===== config.mk =====
export PLATFORM = sky130hd
export DESIGN_NAME = uart_tx_arbiter
export DESIGN_NICKNAME = d
export VERILOG_FILES = /design/src/rtl/uart_tx_arbiter.sv
export SDC_FILE = /design/constraint.sdc
export NUM_CORES = 1
export LEC_CHECK = 0
export ABC_AREA = 1
export CELL_PAD_IN_SITES_DETAIL_PLACEMENT = 1
export CELL_PAD_IN_SITES_GLOBAL_PLACEMENT = 1
export CORE_MARGIN = 2
export CORE_UTILIZATION = 39
export CTS_BUF_LIST = sky130_fd_sc_hd__clkbuf_16
export CTS_CLUSTER_SIZE = 24
export DETAILED_ROUTE_END_ITERATION = 10
export PLACE_DENSITY = 0.95
export SKIP_CTS_REPAIR_TIMING = 1
export SLEW_MARGIN = 25
export SYNTH_ARGS = -nofsm -noshare
export SYNTH_HDL_FRONTEND = slang
export SYNTH_SLANG_ARGS = --single-unit

===== constraint.sdc =====
create_clock -name clk -period 3.7 [get_ports clk]
set_clock_uncertainty 0.15 [all_clocks]
set_input_delay 0.37 -clock clk [delete_from_list [all_inputs] [get_ports clk]]
set_output_delay 0.37 -clock clk [all_outputs]
set_load 0.01 [all_outputs]

===== src/rtl/uart_tx_arbiter.sv =====
// -----------------------------------------------------------------------------
// uart_tx_arbiter
//
// Shares the UART command bus between two byte-stream requesters and one
// baud-rate configuration port. Whole packets are granted round-robin and each
// accepted byte becomes a txStoreByte command (id 0x0201). A txFlush command
// (id 0x0202) closes every packet. Byte acceptance is throttled on the UART TX
// buffer occupancy. A baud change (setBaud, id 0x0200) is applied only at a
// packet boundary, and only once the line has fully drained.
//
// Optional feature: define UART_ARB_STATS_EN to add the statistics counters
// stat_bytes0, stat_bytes1 and stat_timeouts.
//
// Ports:
//   clk, reset             clock; synchronous active-high reset
//   reqN_valid/data/last   requester N byte stream (N = 0, 1)
//   reqN_ready             requester N byte accepted when valid & ready
//   cfg_baud_valid         baud change request, held until cfg_baud_ready
//   cfg_baud               new divisor (clk/baud/2)
//   cfg_baud_ready         one-cycle pulse: divisor written to the UART
//   uart_txcount           UART TX buffer occupancy
//   uart_id/din/write      registered command bus to the UART
//   grant                  one-hot current packet owner, 00 when none
//   timeout_pulse          one-cycle pulse on a forced packet end
//   stat_*                 (UART_ARB_STATS_EN only) wrapping event counters
// -----------------------------------------------------------------------------
module uart_tx_arbiter #(
   parameter logic [15:0] INIT_BAUD = 16'd2604,
   parameter int          HIGH_WM   = 2040,
   parameter logic [15:0] TIMEOUT   = 16'd50000
) (
   input  logic        clk,
   input  logic        reset,
   input  logic        req0_valid,
   input  logic [7:0]  req0_data,
   input  logic        req0_last,
   output logic        req0_ready,
   input  logic        req1_valid,
   input  logic [7:0]  req1_data,
   input  logic        req1_last,
   output logic        req1_ready,
   input  logic        cfg_baud_valid,
   input  logic [15:0] cfg_baud,
   output logic        cfg_baud_ready,
   input  logic [11:0] uart_txcount,
   output logic [15:0] uart_id,
   output logic [15:0] uart_din,
   output logic        uart_write,
   output logic [1:0]  grant,
   output logic        timeout_pulse
`ifdef UART_ARB_STATS_EN
   ,
   output logic [15:0] stat_bytes0,
   output logic [15:0] stat_bytes1,
   output logic [7:0]  stat_timeouts
`endif
);

   typedef enum logic [2:0] {
      S_IDLE,
      S_STREAM,
      S_FLUSH,
      S_BAUD_WAIT,
      S_BAUD_SET
   } state_t;

   localparam logic [15:0] ID_BAUD     = 16'h0200;
   localparam logic [15:0] ID_STORE    = 16'h0201;
   localparam logic [15:0] ID_FLUSH    = 16'h0202;
   // Two below the high-water mark: one byte may still be in the UART's
   // txcount pipeline when the next acceptance is decided.
   localparam logic [11:0] READY_LIMIT = 12'(HIGH_WM - 2);

   state_t      state, state_d;
   logic [1:0]  grant_d;
   logic        last_grant, last_grant_d;
   logic [15:0] id_d, din_d;
   logic        write_d;
   logic        baud_ready_d;
   logic        tpulse_d;
   logic [15:0] tcnt, tcnt_d;
   logic [17:0] guard, guard_d;
   logic [15:0] shadow, shadow_d;

   logic        sel_valid;
   logic [7:0]  sel_data;
   logic        sel_last;
   logic        stream_ok;
   logic        accept;

   // Only the current owner's signals matter; grant is one-hot or zero.
   assign sel_valid = grant[1] ? req1_valid : req0_valid;
   assign sel_data  = grant[1] ? req1_data  : req0_data;
   assign sel_last  = grant[1] ? req1_last  : req0_last;

   // uart_write high means a byte was written last cycle and the UART has not
   // yet reflected it in txcount, so acceptance skips this cycle.
   assign stream_ok  = (state == S_STREAM) && (uart_txcount <= READY_LIMIT) && !uart_write;
   assign req0_ready = grant[0] & stream_ok;
   assign req1_ready = grant[1] & stream_ok;
   assign accept     = sel_valid & stream_ok;

   always_comb begin
      // NOTE: every signal written here gets a default first, so no path
      // leaves one unassigned and no latch is inferred.
      state_d      = state;
      grant_d      = grant;
      last_grant_d = last_grant;
      id_d         = uart_id;
      din_d        = uart_din;
      write_d      = 1'b0;
      baud_ready_d = 1'b0;
      tpulse_d     = 1'b0;
      tcnt_d       = tcnt;
      guard_d      = guard;
      shadow_d     = shadow;

      case (state)
         S_IDLE: begin
            // A request still high during its own ready pulse was just served.
            if (cfg_baud_valid && !cfg_baud_ready) begin
               state_d = S_BAUD_WAIT;
               guard_d = {shadow, 2'b11};
            end else if (req0_valid || req1_valid) begin
               state_d = S_STREAM;
               tcnt_d  = '0;
               if (req0_valid && req1_valid)
                  grant_d = last_grant ? 2'b01 : 2'b10;
               else
                  grant_d = req0_valid ? 2'b01 : 2'b10;
            end
         end

         S_STREAM: begin
            if (accept) begin
               write_d = 1'b1;
               id_d    = ID_STORE;
               din_d   = {8'h00, sel_data};
               tcnt_d  = '0;
               if (sel_last)
                  state_d = S_FLUSH;
            end else if (!sel_valid) begin
               if (tcnt == TIMEOUT - 16'd1) begin
                  tcnt_d   = TIMEOUT;
                  tpulse_d = 1'b1;
                  state_d  = S_FLUSH;
               end else if (tcnt != TIMEOUT) begin
                  tcnt_d = tcnt + 16'd1;
               end
            end
         end

         S_FLUSH: begin
            write_d      = 1'b1;
            id_d         = ID_FLUSH;
            din_d        = '0;
            last_grant_d = grant[1];
            grant_d      = 2'b00;
            state_d      = S_IDLE;
         end

         S_BAUD_WAIT: begin
            // The guard is loaded with 4*(shadow+1)-1 and the transition is
            // taken on the cycle it is seen at zero, giving 4*(shadow+1)
            // drained cycles while the value still fits in 18 bits.
            if (uart_txcount != '0)
               guard_d = {shadow, 2'b11};
            else if (guard == '0)
               state_d = S_BAUD_SET;
            else
               guard_d = guard - 18'd1;
         end

         S_BAUD_SET: begin
            write_d      = 1'b1;
            id_d         = ID_BAUD;
            din_d        = cfg_baud;
            baud_ready_d = 1'b1;
            shadow_d     = cfg_baud;
            state_d      = S_IDLE;
         end

         default: state_d = S_IDLE;
      endcase
   end

   always_ff @(posedge clk) begin
      // NOTE: state registers use non-blocking assignments so every register
      // samples the pre-edge values regardless of statement order.
      if (reset) begin
         state          <= S_IDLE;
         grant          <= 2'b00;
         last_grant     <= 1'b1;
         uart_id        <= '0;
         uart_din       <= '0;
         uart_write     <= 1'b0;
         cfg_baud_ready <= 1'b0;
         timeout_pulse  <= 1'b0;
         tcnt           <= '0;
         guard          <= '0;
         shadow         <= INIT_BAUD;
      end else begin
         state          <= state_d;
         grant          <= grant_d;
         last_grant     <= last_grant_d;
         uart_id        <= id_d;
         uart_din       <= din_d;
         uart_write     <= write_d;
         cfg_baud_ready <= baud_ready_d;
         timeout_pulse  <= tpulse_d;
         tcnt           <= tcnt_d;
         guard          <= guard_d;
         shadow         <= shadow_d;
      end
   end

`ifdef UART_ARB_STATS_EN
   always_ff @(posedge clk) begin
      if (reset) begin
         stat_bytes0   <= '0;
         stat_bytes1   <= '0;
         stat_timeouts <= '0;
      end else begin
         if (req0_valid && req0_ready)
            stat_bytes0 <= stat_bytes0 + 16'd1;
         if (req1_valid && req1_ready)
            stat_bytes1 <= stat_bytes1 + 16'd1;
         if (tpulse_d)
            stat_timeouts <= stat_timeouts + 8'd1;
      end
   end
`endif

endmodule


; ---- Yosys cells after proc, flatten, opt, wreduce, memory -nomap -nowiden
; Cells that the tools add are included.
[totals]
ff_bits = 91
in_bits = 51
latchBits = 0
ramBits = 0
mem_count = 0
mem_bits_ro = 0
word_cells = 94
[op_classes]
n_shift = 0
eq_ne = 18
add_sub_neg = 2
n_mul = 0
bitwise_logic = 4
magnitude_cmp = 1
reduce_logical = 21
div_mod_pow = 0
muxes = 37
[ops]
columns = op, count
row1 = two-way mux 16 bit, 8
row2 = one-hot mux 16 bit (3 select lines), 2
row3 = two-way mux 18 bit, 3
row4 = one-hot mux 18 bit (2 select lines), 1
row5 = one-hot mux 16 bit (2 select lines), 1
row6 = two-way mux 3 bit, 8
row7 = zero test 18 bit, 1
row8 = "subtractor 18 x 1 -> 18 bit, second input constant", 1
row9 = "adder 16 x 1 -> 16 bit, second input constant", 1
row10 = "== test 16 bit, second input constant", 1
row11 = "!= test 16 bit, second input constant", 1
row12 = "less-or-equal comparator 12 x 11 -> 1 bit, second input constant", 1
row13 = "!= test 2 bit, second input constant", 6
row14 = "!= test 3 bit, second input constant", 4
row15 = nonzero test 12 bit, 1
row16 = two-way mux 2 bit, 5
row17 = one-hot mux 3 bit (3 select lines), 1
row18 = two-way mux 8 bit, 1
row19 = "== test 3 x 2 -> 1 bit, second input constant", 2
row20 = AND reduction 3 bit, 2
row21 = AND reduction 6 bit, 1
row22 = nonzero test 2 bit, 3
row23 = two-way mux 1 bit, 5
row24 = AND reduction 5 bit, 1
row25 = other kinds (16), 22

; ---- Depth between registers and ports, before layout
[logic_depth]
word_depth = 6
depth_mapped = 12

; ---- Worst setup path before layout
; OpenSTA, ideal clock, no wires.
[synth_timing]
path_kind = flip-flop to flip-flop
startpoint = register guard[0]
endpoint = register guard[13]
setup_time_ns = 0.117
n_path_buf = 1
period_less_slack_ns = 1.765
stages_incl_launch_ff = 11
arrival_ns = 1.498
setup_slack_ns = 1.935
cell_sequence = dfxtp_1 > inv_1 > ha_1 > nand3_1 > nor2_1 > nand3_1 > nand2_1 > nand3_2 > buf_2 > o21ai_0 > nor2_1
[synth_via]
elab_chain_cells = 4
elab_cells_between_ends = 7
cone_classes = add/sub (1) / eq/ne (1) / mux (3) / reduce/logical (2)
[synth_lines]
columns = item, line
row1 = "start, declared", 82  ; logic [17:0] guard, guard_d;
row2 = "start signal, assigned", 212  ; guard <= guard_d;
row3 = subtractor 18 x 1 -> 18 bit, 171  ; guard_d = guard - 18'd1;
row4 = two-way mux 18 bit, 168  ; else if (guard == '0)
row5 = two-way mux 18 bit, 166  ; if (uart_txcount != '0)
row6 = one-hot mux 18 bit (2 select lines), 118  ; case (state)
; Several ways; a longest one is shown, not always the timed one. The select of a mux whose other input is x is not followed.
; A chain may end at the register's enable or synchronous reset.

; ---- Worst setup path after layout
[layout_timing]
startpoint = register guard[0]
endpoint = register guard[4]
; Same word-level chain as after synthesis.

==> out/results.txt <==
Worst EP arrival -> 2.85 ns
GR Util All Layers -> 27.2%
Tot Pwr -> 4.29 mW
DP Worst Slack -> 0.776 ns
Final worst slack -> 0.977 ns
CTS H-tree lvls -> 3
Hold Crit Class -> flip-flop to flip-flop
Die area -> 12200 sq um
Count leader, synth -> nand2_1
CP Cell Sequence -> inv_1 -> ha_1 -> nand3_1 -> nor2_1 -> nand3_1 -> nand2_1 -> nand3_2 -> inv_1 -> nand2_1 -> a21oi_1
Grt ovf -> 0
Yosys warning count -> 0
CTS Sinks -> 78
Largest stage delay, worst path -> 0.45 ns
Main synth FF type -> dfxtp_1
Placer Congestion -> 0.918
Core area -> 10900 sq um
Asr flop ratio synth -> 0%
Share of layout cells above drive strength 1 -> 8.10%
LEAKAGE -> 2.30 nW
CTS buffer count -> 9
Clk Latency, worst-skew pair -> 0.35 ns
# nets final -> 790
Synth cell types -> 37
Synth Cell Area -> 4400 sq um
Fin. max-slew vios -> 0
Hold Vio Cnt, Final -> 0
Critical Path End Type -> flip-flop
CTS tree -> built
HPWL after DPL -> 10.7 mm
DRT iter0 DRCs -> 262
Multi-input gate area -> 2440 sq um
Routed WL -> 15.8 mm
Initial antenna violation count -> 0
Initial Utilization -> 40.3%
Post-Layout Inst Area -> 5510 sq um
# IOs -> 90
Routed vias/inst -> 5.49
Pwr dens -> 779 nW/um^2
Top cells by count, synth -> nand2_1, nor2_1, dfxtp_1
Vias -> 4838
Post-synth top area share -> 35.5%
Fmax -> 0.367 GHz
Hold_ws -> 0.316 ns
Critical path class -> flip-flop to flip-flop
Max-Cap Viols -> 0
CTS Root Cell -> clkbuf_16
Tcrit/Tclk final -> 73.6%
Slew HR -> 62.8%
Number of global-route vias before repair -> 5152
Worst-margin pin slew -> 0.556 ns
Die width -> 110 um
DR WL/cell -> 17.9 um
Post-synth EDFFs -> 0
Final setup violation count -> 0
Cells after synthesis -> 670
CP required -> 3.82 ns
Dominant cell type by area after synthesis -> dfxtp_1
Worst-path clk slew -> 0.07 ns
CTS max path bufs -> 2
Sequential element share of the synthesized area -> 35.5%
Sum Neg Setup Slack -> 0 ns
First-pass GRT wire length -> 25.7 mm
Area Overhead vs Synth -> 25.1%
I/O Buffers -> 76
RSZ-0062 raised after global routing -> no
Sequential cell area -> 1560 sq um
Pre-Repair DR Iteration Count -> 4
DP Area -> 5200 sq um
# fillers -> 1421
Die Y -> 110 um
N_diodes -> 0
DRC -> 0
Critical-path top delay cell -> inv_1
Syn avg cell area -> 6.57 sq um
Largest net degree at the start of global routing -> 38
Status -> complete, no violations
DRT antenna net count -> 0
VDD IR-drop max -> 0.000398 V
Site Rows -> 38
Critical path startpoint category -> flip-flop
Synth top area cells -> dfxtp_1, nand2_1, nor2_1, nand3_1, a21oi_1
Max FO, Critical Path -> 28
Tmin final -> 2.72 ns
Yosys reg bits -> 78
## metal layers
| layer | track usage (%) | vias to the layer above | wire length (um) |
|---|---|---|---|
| li1 | - | 2281 | - |
| met5 | 0 | - | 0 |
| met4 | 12.6 | 0 | 516 |
| met1 | 31.5 | 2342 | 6460 |
| met3 | 4.82 | 41 | 759 |
| met2 | 48.7 | 174 | 8060 |
## flip-flops by register name, indices dropped and copies added (netlist names), 2 cells and up
signal,flops
uart_din,16
guard,18
grant,2
tcnt,16
uart_id,3
state,3
shadow,16
## through the flow
stage / util, % / cells
after global routing: 50.4 / 881
after CTS: 50.4 / 881
after detailed placement: 47.5 / 865
final: 50.4 / 881
after global placement: 47.5 / 865
after floorplan: - / 682
## layout make-up
| class | instances | share of cell area (%) |
|---|---|---|
| Inverter | 63 | 4.29 |
| Tap cell | 140 | 3.18 |
| Clock buffer | 9 | 4.09 |
| Timing Repair Buffer | 79 | 14.2 |
| Clock inverter | 7 | 1.54 |
| Sequential cell | 78 | 28.3 |
| Multi-Input combinational cell | 505 | 44.3 |
## worst max-delay path, delay by kind of cell, from the launching register on
kind	cells	cell delay, ns
AND/OR/NAND/NOR	6	1.12
buffers and inverters	2	0.61
adder cells (fa/ha/maj)	1	0.26
flip-flops	1	0.34
AO/OA/AOI/OAI	1	0.18
## cell usage in the layout (no fill, tap or decap), types with 3 or more instances in the layout
cell / Yosys / routed
nand2_2: 6 / 6
clkdlybuf4s50_1: 0 / 76
nor2_1: 92 / 92
buf_4: 15 / 3
or2_2: 16 / 16
o21ai_0: 31 / 31
o211ai_1: 11 / 11
nor3_1: 9 / 9
a31oi_1: 10 / 10
nand3_2: 3 / 3
clkbuf_16: 0 / 9
xor2_1: 11 / 11
a21oi_1: 44 / 44
nand4_1: 15 / 15
nand2_1: 165 / 165
nor2_2: 6 / 6
nand3_1: 53 / 53
dfxtp_1: 78 / 78
inv_2: 4 / 4
inv_1: 58 / 58
conb_1: 1 / 13
ha_1: 3 / 3
nand3b_1: 3 / 3
inv_6: 0 / 4
## cells by family (layout without fill, tap and decap cells)
family | count (synthesis) | count (layout) | share of synthesized area [%]
simple gates | 376 | 376 | 38.2
xor+xnor | 13 | 13 | 2.59
fa+ha+maj | 3 | 3 | 0.852
buf+inv | 99 | 158 | 10.1
other cells | 1 | 13 | 0.0851
flops | 78 | 78 | 35.5
compound gates | 100 | 100 | 12.7
## report_power, final
group	total, mW	switching, mW	internal, mW
logic	1.97	1.28	0.690
registers	1.36	0.279	1.08
clock network	0.957	0.417	0.539
## path summary, 6_finish.rpt
check                                             start                 endpoint  slack (ns)  cells past startpoint
worst max register to register    guard[0]$_SDFFE_PP0P_    guard[4]$_SDFFE_PP0P_        0.98                     10
worst min register to register  shadow[14]$_SDFFE_PP0P_  shadow[14]$_SDFFE_PP0P_        0.32                      2
worst min-delay path            shadow[14]$_SDFFE_PP0P_  shadow[14]$_SDFFE_PP0P_        0.32                      2
worst max-delay path              guard[0]$_SDFFE_PP0P_    guard[4]$_SDFFE_PP0P_        0.98                     10
Note: power is estimated with default switching activity, not from simulation.
